--- src/rtl/train_sample_sequencer.sv ---
// Replays a small (x1, x2, target) dataset over a valid/ready stream for N epochs.
// Optional slot shuffling per epoch when TRAIN_SEQ_SHUFFLE_EN is defined.
module train_sample_sequencer #(
  parameter int SIGN        = 1,
  parameter int Q_M         = 15,
  parameter int Q_N         = 16,
  parameter int NUM_SAMPLES = 4,
  parameter int ADDR_W      = 2,
  parameter int EPOCH_W     = 16,
  localparam int W          = SIGN + Q_M + Q_N
) (
  input  logic               clk_i,
  input  logic               reset_i,
  input  logic               load_en_i,
  input  logic [ADDR_W-1:0]  load_addr_i,
  input  logic [W-1:0]       load_x1_i,
  input  logic [W-1:0]       load_x2_i,
  input  logic [W-1:0]       load_target_i,
  input  logic [EPOCH_W-1:0] num_epochs_i,
  input  logic               start_i,
  input  logic               abort_i,
  input  logic               ready_i,
  output logic               valid_o,
  output logic [W-1:0]       x1_o,
  output logic [W-1:0]       x2_o,
  output logic [W-1:0]       target_o,
  output logic [ADDR_W-1:0]  sample_idx_o,
  output logic [EPOCH_W-1:0] epoch_o,
  output logic               last_in_epoch_o,
  output logic               busy_o,
  output logic               done_o
);

  localparam int MEM_D = 2 ** ADDR_W;
  localparam logic [ADDR_W-1:0] LAST = ADDR_W'(NUM_SAMPLES - 1);
  localparam logic [ADDR_W:0] NS = (ADDR_W + 1)'(NUM_SAMPLES);

  typedef enum logic [1:0] {
    S_IDLE,
    S_STREAM,
    S_DONE
  } state_e;

  state_e state_q, state_d;

  logic [ADDR_W-1:0]  idx_q, idx_d;
  logic [EPOCH_W-1:0] epoch_q, epoch_d;
  logic [EPOCH_W-1:0] num_q, num_d;
  logic               valid_q, valid_d;
  logic               last_q, last_d;
  logic [ADDR_W-1:0]  sidx_q;
  logic [W-1:0]       x1_q, x2_q, tg_q;
  logic               ld_d;
  logic [ADDR_W-1:0]  mask_d;
  logic [ADDR_W-1:0]  phys_d;

  logic [W-1:0] mem_x1_q [MEM_D];
  logic [W-1:0] mem_x2_q [MEM_D];
  logic [W-1:0] mem_tg_q [MEM_D];

  logic xfer;
  logic wr;

  assign xfer = valid_q & ready_i;
  assign wr   = load_en_i
              & (state_q != S_STREAM)
              & ({1'b0, load_addr_i} < NS);

`ifdef TRAIN_SEQ_SHUFFLE_EN
  // Mask is only a permutation of 0..N-1 when N is a power of two
  localparam bit POW2 = (NUM_SAMPLES & (NUM_SAMPLES - 1)) == 0;
  localparam logic [7:0] SEED = 8'hA5;

  logic [7:0] lfsr_q, lfsr_d;
  logic [7:0] lfsr_nx;

  assign lfsr_nx = {lfsr_q[6:0],
                    lfsr_q[7] ^ lfsr_q[5] ^ lfsr_q[4] ^ lfsr_q[3]};
  assign mask_d  = POW2 ? (lfsr_d[ADDR_W-1:0] & LAST) : '0;

  always_ff @(posedge clk_i or posedge reset_i) begin
    if (reset_i) begin
      lfsr_q <= SEED;
    end else begin
      lfsr_q <= lfsr_d;
    end
  end
`else
  assign mask_d = '0;
`endif

  assign phys_d = idx_d ^ mask_d;

  always_comb begin
    state_d = state_q;
    idx_d   = idx_q;
    epoch_d = epoch_q;
    num_d   = num_q;
    valid_d = valid_q;
    ld_d    = 1'b0;
`ifdef TRAIN_SEQ_SHUFFLE_EN
    lfsr_d  = lfsr_q;
`endif
    if (abort_i) begin
      state_d = S_IDLE;
      valid_d = 1'b0;
    end else begin
      unique case (state_q)
        S_IDLE, S_DONE: begin
          if (start_i) begin
            num_d   = num_epochs_i;
            idx_d   = '0;
            epoch_d = '0;
`ifdef TRAIN_SEQ_SHUFFLE_EN
            lfsr_d  = SEED;
`endif
            if (num_epochs_i != '0) begin
              state_d = S_STREAM;
              valid_d = 1'b1;
              ld_d    = 1'b1;
            end else begin
              state_d = S_DONE;
              valid_d = 1'b0;
            end
          end
        end
        S_STREAM: begin
          if (xfer) begin
            if (idx_q == LAST) begin
              if (epoch_q == num_q - 1'b1) begin
                state_d = S_DONE;
                valid_d = 1'b0;
              end else begin
                idx_d   = '0;
                epoch_d = epoch_q + 1'b1;
                ld_d    = 1'b1;
`ifdef TRAIN_SEQ_SHUFFLE_EN
                lfsr_d  = lfsr_nx;
`endif
              end
            end else begin
              idx_d = idx_q + 1'b1;
              ld_d  = 1'b1;
            end
          end
        end
        default: begin
          state_d = S_IDLE;
          valid_d = 1'b0;
        end
      endcase
    end
    last_d = valid_d & (idx_d == LAST);
  end

  always_ff @(posedge clk_i or posedge reset_i) begin
    if (reset_i) begin
      state_q <= S_IDLE;
      idx_q   <= '0;
      epoch_q <= '0;
      num_q   <= '0;
      valid_q <= 1'b0;
      last_q  <= 1'b0;
      sidx_q  <= '0;
      x1_q    <= '0;
      x2_q    <= '0;
      tg_q    <= '0;
    end else begin
      state_q <= state_d;
      idx_q   <= idx_d;
      epoch_q <= epoch_d;
      num_q   <= num_d;
      valid_q <= valid_d;
      last_q  <= last_d;
      if (ld_d) begin
        sidx_q <= phys_d;
        x1_q   <= mem_x1_q[phys_d];
        x2_q   <= mem_x2_q[phys_d];
        tg_q   <= mem_tg_q[phys_d];
      end
    end
  end

  always_ff @(posedge clk_i or posedge reset_i) begin
    if (reset_i) begin
      for (int i = 0; i < MEM_D; i++) begin
        mem_x1_q[i] <= '0;
        mem_x2_q[i] <= '0;
        mem_tg_q[i] <= '0;
      end
    end else if (wr) begin
      mem_x1_q[load_addr_i] <= load_x1_i;
      mem_x2_q[load_addr_i] <= load_x2_i;
      mem_tg_q[load_addr_i] <= load_target_i;
    end
  end

  assign valid_o         = valid_q;
  assign x1_o            = x1_q;
  assign x2_o            = x2_q;
  assign target_o        = tg_q;
  assign sample_idx_o    = sidx_q;
  assign epoch_o         = epoch_q;
  assign last_in_epoch_o = last_q;
  assign busy_o          = state_q == S_STREAM;
  assign done_o          = state_q == S_DONE;

endmodule

--- config.mk ---
export PLATFORM = sky130hd
export DESIGN_NAME = train_sample_sequencer
export DESIGN_NICKNAME = d
export VERILOG_FILES = /design/src/rtl/train_sample_sequencer.sv
export SDC_FILE = /design/constraint.sdc
export NUM_CORES = 1
export LEC_CHECK = 0
export ABC_AREA = 1
export CAP_MARGIN = 20
export CORE_ASPECT_RATIO = 0.6
export CORE_UTILIZATION = 52
export CTS_BUF_LIST = sky130_fd_sc_hd__clkbuf_8 sky130_fd_sc_hd__clkbuf_16
export DETAILED_ROUTE_END_ITERATION = 6
export GPL_ROUTABILITY_DRIVEN = 0
export HOLD_SLACK_MARGIN = 0.1
export PLACE_DENSITY = 0.83
export SETUP_SLACK_MARGIN = 0.1
export SYNTH_ARGS = -nofsm -noshare
export SYNTH_HDL_FRONTEND = slang
export SYNTH_SLANG_ARGS = --single-unit
--- constraint.sdc ---
create_clock -name clk_i -period 17.19 [get_ports clk_i]
set_clock_uncertainty 0.2 [all_clocks]
set_input_delay 3.438 -clock clk_i [delete_from_list [all_inputs] [get_ports clk_i]]
set_output_delay 3.438 -clock clk_i [all_outputs]
set_load 0.02 [all_outputs]
==> results of run 1 <==
==> worst min-delay path, delay by kind of cell, from the launching register on <==
family           cells  cell delay (ns)
flip-flops           1             0.34
AND/OR/NAND/NOR      2             0.10
==> logic make-up after synthesis <==
family | share of synthesized area (%)
DFF | 54.1
AOI/OAI and AO/OA | 8.93
muxes | 0.328
and+or+nand+nor | 29.6
xor gates and xnor gates | 0.837
buffers and inverters | 6.04
adders and majority gates | 0.156
==> final timing paths <==
kind,end,cells after the start,start,slack (ns)
setup reg to reg,x2_o[28],19,num_q[0],11.98
max in group asynchronous,target_o[19],5,reset_i,10.48
hold reg to reg,target_o[26],2,target_o[26],0.28
setup / recovery,x2_o[28],14,ready_i,9.96
min in group asynchronous,mem_x1_q[111],2,reset_i,3.16
hold / removal,target_o[26],2,target_o[26],0.28
==> routing by layer <==
metal / vias to the layer above / track usage, %
li1: 10000 / -
met1: 9907 / 39.6
met2: 754 / 43.3
met3: 121 / 4.83
met4: 4 / 7.10
met5: - / 0
==> cell type report <==
class                           count  share of cell area, %
Antenna cell                        3                 0.0266
Clock buffer                       59                   4.83
Clock inverter                     27                  0.834
Inverter                          140                   1.88
Multi-Input combinational cell   2240                   34.3
Sequential cell                   520                   46.1
Tap cell                          620                   2.75
Timing Repair Buffer              262                   9.26
==> power by group through the flow <==
stage / Combinational [mW] / Clock [mW] / Sequential, mW
final: 0.943 / 1.09 / 1.72
after global placement: 0.913 / 0 / 1.72
after global routing: 1.07 / 1.15 / 1.75
after floorplan: 0.529 / 0 / 1.78
after detailed placement: 0.940 / 0 / 1.73
after CTS: 0.946 / 1.11 / 1.71
==> cells in the final DEF, fill, tap and decap left out, types with 7 or more instances in the layout <==
| cell type | instances |
|---|---|
| nand2_1 | 1450 |
| dfrtp_1 | 520 |
| o21ai_0 | 396 |
| clkdlybuf4s50_1 | 237 |
| nand3_1 | 226 |
| inv_1 | 148 |
| nor2_1 | 49 |
| clkbuf_16 | 49 |
| buf_4 | 21 |
| xor2_1 | 18 |
| o21ai_1 | 13 |
| a21oi_1 | 10 |
| clkbuf_8 | 10 |
| nor3_1 | 9 |
| or2_2 | 8 |
| nor4_1 | 7 |
| mux2_2 | 7 |
==> flip-flops by register name (all words and copies together) (netlist names) <==
name	cells
state_q	2
num_q	16
idx_q	2
x1_o	32
valid_o	1
mem_tg_q	128
sample_idx_o	2
last_in_epoch_o	1
mem_x1_q	128
x2_o	32
mem_x2_q	128
epoch_o	16
target_o	32
==> summary.txt, run 1 <==
Outcome
  • Status: finished clean

Critical path
  • CP top delay family: simple AND/OR/NAND/NOR gates
  • Worst Path Buf+Inv: 3
  • Worst EP arrival: 7.54 ns
  • Setup CP Type: input pin to flip-flop
  • Critical Path RT: 17.51 ns
  • Most common cell on crit path: nand2_1
  • Crit path cell chain: clkdlybuf4s50_1, nand2_1, inv_1, a21oi_1, nor3_1, nand2_8, nand2_8, buf_4, nand2_1, nand2_1, nand2_1, nand2_1, nand2_1, nand2_1
  • Crit-path max cell delay: 0.85 ns
  • Critical Path Slowest Stage Cell: nand2_8
  • Critical Path Sink Type: flip-flop
  • Crit path max fanout: 117
  • Crit path launch type: input pin

Placement
  • Placed Cells: 3780
  • Placed cell area: 0.0266 mm2
  • Hpwl dp: 37900 um
  • Post-Place Worst Slack: 9.45 ns
  • Port Buf Inserts: 237

Synth
  • Synth top area share: 54.1%
  • Flop and latch count out of synthesis: 520
  • Unique masters post-synth: 35
  • Area contributors post-synth: dfrtp_1 (54%), nand2_1 (23%), o21ai_0 (8.2%)
  • Top cell type by total area after synthesis: dfrtp_1
  • Synth top cells by count: nand2_1 (1453), dfrtp_1 (520), o21ai_0 (396)
  • Most numerous cell in the Yosys netlist: nand2_1
  • Synth Instances: 3095
  • Post-synth EDFFs: 0
  • Seq/Total Area, Yosys: 54.1%
  • Top_reg_cell synth: dfrtp_1
  • Cell Area, Synth: 0.0241 mm2
  • FFs w/ async S/R, synth: 100%
  • Yosys warnings: 0
  • Synthesized area per cell: 7.77 um2
  • Mapped Nets: 3218

Global routing
  • Vias in the first global route: 19800
  • Initial antenna violation count: 5
  • Total GRT Usage: 27.5%
  • Global-route wire length before repair: 105000 um
  • Largest net degree at the start of global routing: 194
  • GRT overflow: 0

Routing
  • DR iter-0 viols: 2179
  • Routed WL per cell: 16.7 um
  • Met2 WL post-DR: 29300 um
  • Post-DRT Antenna Nets: 0
  • Routed vias: 20800
  • DR pass1 iterations: 6
  • Highest metal used: met5
  • Met3 WL: 4650 um
  • Routed WL: 64500 um
  • Vias per inst: 5.37
  • DR DRC count: 0
  • WL met1: 29100 um

Timing
  • Final worst-path setup slack: 9.96 ns
  • Hold Vio Cnt, Final: 0
  • Final hold slack: 0.276 ns
  • Max-slew headroom at the worst pin: 25.9%
  • Period Utilization, post-route: 42.0%
  • Slew @ Worst Pin: 1.11 ns
  • Max Slew Vio Count: 0
  • Tmin final: 7.23 ns
  • RSZ-0062 raised after global routing: false
  • Setup TNS Final: 0 ns
  • Number of setup violations in the final report: 0
  • Highest Clock Rate: 138 MHz

Finish
  • Area of the multi-input gates: 0.00967 mm2
  • Layout cell share with drive strength beyond 1: 4.37%
  • Util after Layout: 62.4%
  • Layout Area Growth over Synthesis: 17.2%
  • # fillers: 3967
  • Final Non-Filler Cells: 3871
  • Design area: 0.0282 mm2
  • Layout Nets: 3335
  • Seq. cell area: 0.0130 mm2

Job
  • Max Cap Viol: 0

Die
  • Initial Util: 53.2%
  • Core area: 0.0452 mm2
  • Die area: 0.0472 mm2
  • Die H: 169 um
  • Die width: 280 um
  • Io pins: 238
  • Std-Cell Rows: 60

CTS
  • Clock transition at path regs: 0.07 ns
  • Postcts setup bufs: 0
  • Hold_buf cts: 0
  • Longest Clk Path Bufs: 3
  • Post-CTS sizing: 0
  • CTS tree: yes
  • Root Buffer: clkbuf_16
  • CTS HTree Levels: 2
  • Total CTS buffers: 48
  • Clk sink count: 520
  • Clock latency at the later pin of the worst-skew pair: 0.57 ns

Power and ir drop
  • Worst VDD drop: 0.0000780 V
  • Cell-internal power: 2.54 mW
  • Clock power frac: 29.1%
  • Sw Share: 32.2%
  • Pwr dens: 133 mW/mm2
  • Leak pwr: 14.5 nW
  • Power share of the sequential group: 45.7%
  • Sw Pwr: 1.21 mW
  • Overall power: 3.75 mW
  • Logic pwr share: 25.2%

Worst hold path
  • Hold WC Path Type: flip-flop to flip-flop
Note: power is estimated with default switching activity, not from simulation.
==> run 2, diff against run 1 <==
--- a/config.mk
+++ b/config.mk
@@ -8,12 +8,12 @@
 export ABC_AREA = 1
 export CAP_MARGIN = 20
 export CORE_ASPECT_RATIO = 0.6
-export CORE_UTILIZATION = 52
+export CORE_UTILIZATION = 57
 export CTS_BUF_LIST = sky130_fd_sc_hd__clkbuf_8 sky130_fd_sc_hd__clkbuf_16
 export DETAILED_ROUTE_END_ITERATION = 6
 export GPL_ROUTABILITY_DRIVEN = 0
 export HOLD_SLACK_MARGIN = 0.1
-export PLACE_DENSITY = 0.83
+export PLACE_DENSITY = 0.86
 export SETUP_SLACK_MARGIN = 0.1
 export SYNTH_ARGS = -nofsm -noshare
 export SYNTH_HDL_FRONTEND = slang
==> constraint.sdc (replaced) <==
create_clock -name clk_i -period 6.7 [get_ports clk_i]
set_clock_uncertainty 0.2 [all_clocks]
set_input_delay 1.34 -clock clk_i [delete_from_list [all_inputs] [get_ports clk_i]]
set_output_delay 1.34 -clock clk_i [all_outputs]
set_load 0.02 [all_outputs]
==> run 2 against run 1 <==
Net effect:
- the flow now finishes with violations (design-rule violations)
- via count rose by 3.3%
- critical path depth increased by 2
- first-iteration DRC count increased by 9.1%
- global-route usage increased by 3.0 points
- count of clock-buffer cells in the layout is 8 higher
- core utilization rose by 6.4 points
- sequential share of layout area is essentially flat
- die area down 8.7%
- sequential power rose to 2.6 times the previous value
- sequential cell count unchanged
- combinational power grew to 2.6 times the previous value
- largest power group unchanged
- highest routed layer unchanged
==> summary.txt, run 2 (synthesized netlist as in run 1, its figures left out) <==
Critical path
  • Crit-path max cell delay: 0.72 ns (was 0.85 ns)
  • Critical Path Slowest Stage Cell: clkinv_2 (was nand2_8)
  • Critical Path Sink Type: flip-flop (unchanged)
  • Crit path launch type: flip-flop (was input pin)
  • Crit path cell chain: inv_1, ha_1, nand3_2, nor2_4, xor2_1, nand3_1, nor3_1, nand3_2, nand2_1, o21ai_1, nand2_4, clkinv_2, buf_4, buf_4, nand2_1, nand2_1 (was clkdlybuf4s50_1, nand2_1, inv_1, a21oi_1, nor3_1, nand2_8, nand2_8, buf_4, nand2_1, nand2_1, nand2_1, nand2_1, nand2_1, nand2_1)
  • R2R depth: 16 (was 19)
  • R2R Path Start: num_q[0] (unchanged)
  • Setup CP Type: flip-flop to flip-flop (was input pin to flip-flop)
  • Crit path max fanout: 48 (was 117)
  • R2R setup slack: 2.04 ns (was 11.98 ns)
  • Critical Path RT: 6.97 ns (was 17.51 ns)
  • Crit path launch: num_q[0] (was ready_i)
  • Most common cell on crit path: nand2_1 (unchanged)
  • Worst EP arrival: 4.94 ns (was 7.54 ns)

Global routing
  • Total GRT Usage: 30.6% (was 27.5%)
  • Vias in the first global route: 21000 (was 19800)
  • GRT overflow: 0 (unchanged)
  • Largest net degree at the start of global routing: 199 (was 194)
  • Initial antenna violation count: 3 (was 5)
  • Global-route wire length before repair: 106000 um (was 105000 um)

Routing
  • DR DRC count: 2 (was 0)
  • Highest metal used: met5 (unchanged)
  • Routed vias: 21500 (was 20800)
  • DR pass1 iterations: 7 (was 6)
  • Vias per inst: 5.64 (was 5.37)
  • DR iter-0 viols: 2377 (was 2179)
  • WL met1: 27000 um (was 29100 um)
  • Routed WL per cell: 17.1 um (was 16.7 um)
  • Met3 WL: 5670 um (was 4650 um)
  • Routed WL: 65100 um (was 64500 um)
  • Met2 WL post-DR: 30200 um (was 29300 um)
  • Post-DRT Antenna Nets: 0 (unchanged)

Die
  • Std-Cell Rows: 57 (was 60)
  • Initial Util: 58.7% (was 53.2%)
  • Die width: 267 um (was 280 um)
  • Die area: 0.0431 mm2 (was 0.0472 mm2)
  • Io pins: 238 (unchanged)
  • Die H: 161 um (was 169 um)
  • Core area: 0.0410 mm2 (was 0.0452 mm2)

Timing
  • Final hold slack: 0.277 ns (was 0.276 ns)
  • Period Utilization, post-route: 69.6%
  • Max Slew Vio Count: 0 (unchanged)
  • Slew @ Worst Pin: 1.10 ns (was 1.11 ns)
  • Highest Clock Rate: 214 MHz
  • Tmin final: 4.66 ns
  • Max-slew headroom at the worst pin: 26.5% (was 25.9%)
  • Final worst-path setup slack: 2.04 ns (was 9.96 ns)
  • Setup TNS Final: 0 ns (unchanged)
  • Hold Vio Cnt, Final: 0 (unchanged)
  • RSZ-0062 raised after global routing: false (unchanged)
  • Number of setup violations in the final report: 0 (unchanged)

CTS
  • Clock transition at path regs: 0.07 ns (about the same)
  • Hold_buf cts: 0 (unchanged)
  • Post-CTS sizing: 0 (unchanged)
  • Root Buffer: clkbuf_16 (unchanged)
  • Clk sink count: 520 (unchanged)
  • CTS HTree Levels: 2 (unchanged)
  • Longest Clk Path Bufs: 3 (unchanged)
  • Clock latency at the later pin of the worst-skew pair: 0.58 ns (was 0.57 ns)
  • Total CTS buffers: 48 (unchanged)
  • CTS tree: yes (unchanged)
  • Postcts setup bufs: 0 (unchanged)

Placement
  • Post-Place Worst Slack: 1.62 ns (was 9.45 ns)
  • Placed cell area: 0.0265 mm2 (was 0.0266 mm2)
  • Port Buf Inserts: 237 (unchanged)
  • Hpwl dp: 38300 um (was 37900 um)

Worst hold path
  • Hold Crit Depth: 2 (unchanged)
  • Hold WC Path Type: flip-flop to flip-flop (unchanged)
  • Worst hold start: target_o[23] (was target_o[26])

Finish
  • Top Registers: mem_tg_q x128, mem_x1_q x128, mem_x2_q x128 (unchanged)
  • Most common library cell in the layout ignoring fill and taps: nand2_1 (unchanged)
  • Layout Area Growth over Synthesis: 17.2% (about the same)
  • Design area: 0.0282 mm2 (about the same)
  • Commonest non-fill, non-tap cells in the layout: nand2_1 (1450), dfrtp_1 (520), o21ai_0 (396), clkdlybuf4s50_1 (237), nand3_1 (226) (unchanged)
  • Layout cell share with drive strength beyond 1: 4.65% (was 4.37%)
  • Layout Nets: 3334 (was 3335)

Power and ir drop
  • Pwr dens: 343 mW/mm2 (was 133 mW/mm2)
  • Clock power frac: 29.1% (about the same)
  • Sw Pwr: 3.15 mW (was 1.21 mW)
  • Cell-internal power: 6.54 mW (was 2.54 mW)
  • Power share of the sequential group: 45.4% (was 45.7%)
  • Logic pwr share: 25.5% (was 25.2%)
  • Sw Share: 32.5% (was 32.2%)
  • Worst VDD drop: 0.000211 V (was 0.0000780 V)
  • Leak pwr: 14.5 nW (about the same)

Job
  • Max Cap Viol: 0 (unchanged)

Outcome
  • Status: complete, but fails checks (was finished clean)
  • Violated checks: design-rule violations
run 2: changes by cell type in the layout (fill, tap and decap cells not counted), moves of 2 or more:
cell,change
bufinv_16,-2
inv_1,-9
inv_6,+2
clkinv_2,+3
buf_4,-5
clkbuf_8,+9
buf_12,+5
diode_2,-2
run 2: layout make-up:
| class | count | area (um2) |
|---|---|---|
| repair buffers | 261 | 2660 |
| inverters | 140 | 531 |
| fillers | 3123 | 12800 |
| well taps | 560 | 701 |
| multi-input cells | 2240 | 9670 |
| clock buffers | 67 | 1460 |
| clock inverters | 21 | 170 |
| flip-flops and latches | 520 | 13000 |
| diodes | 1 | 2.50 |
run 2: stage by stage:
step / util [%] / power [mW] / std cells
5_1_grt: 68.8 / 10.2 / 3809
3_3_place_gp: 64.7 / 6.73 / 3720
3_5_place_dp: 64.7 / 6.87 / 3720
2_1_floorplan: - / 5.92 / 3095
4_1_cts: 68.7 / 9.70 / 3808
6_report: 68.8 / 9.69 / 3810
run 2: critical path: cells and delay by family (launching register included):
family                     cells  cell delay (ns)
AOI/OAI and AO/OA              1             0.10
buffers and inverters          4             1.69
xor gates and xnor gates       1             0.17
adders and majority gates      1             0.27
DFF                            1             0.40
and+or+nand+nor                9             1.65
run 2: path summary, 6_finish.rpt:
path,endpoint
hold / removal,target_o[23]
min in group asynchronous,mem_x1_q[118]
setup reg to reg,x2_o[16]
max in group asynchronous,mem_x2_q[109]
hold reg to reg,target_o[23]
setup / recovery,x2_o[16]
run 2: power groups by stage:
stage	registers, mW	logic, mW	clock network [mW]
2_1_floorplan	4.56	1.36	0
3_3_place_gp	4.38	2.35	0
3_5_place_dp	4.43	2.45	0
4_1_cts	4.38	2.47	2.85
5_1_grt	4.48	2.77	2.98
6_report	4.40	2.47	2.82
run 2: metal layers:
metal,vias up,GRT usage (%)
met5,-,0
met4,4,11.7
met3,174,6.17
met2,1023,48.2
met1,10300,41.9
li1,10000,-
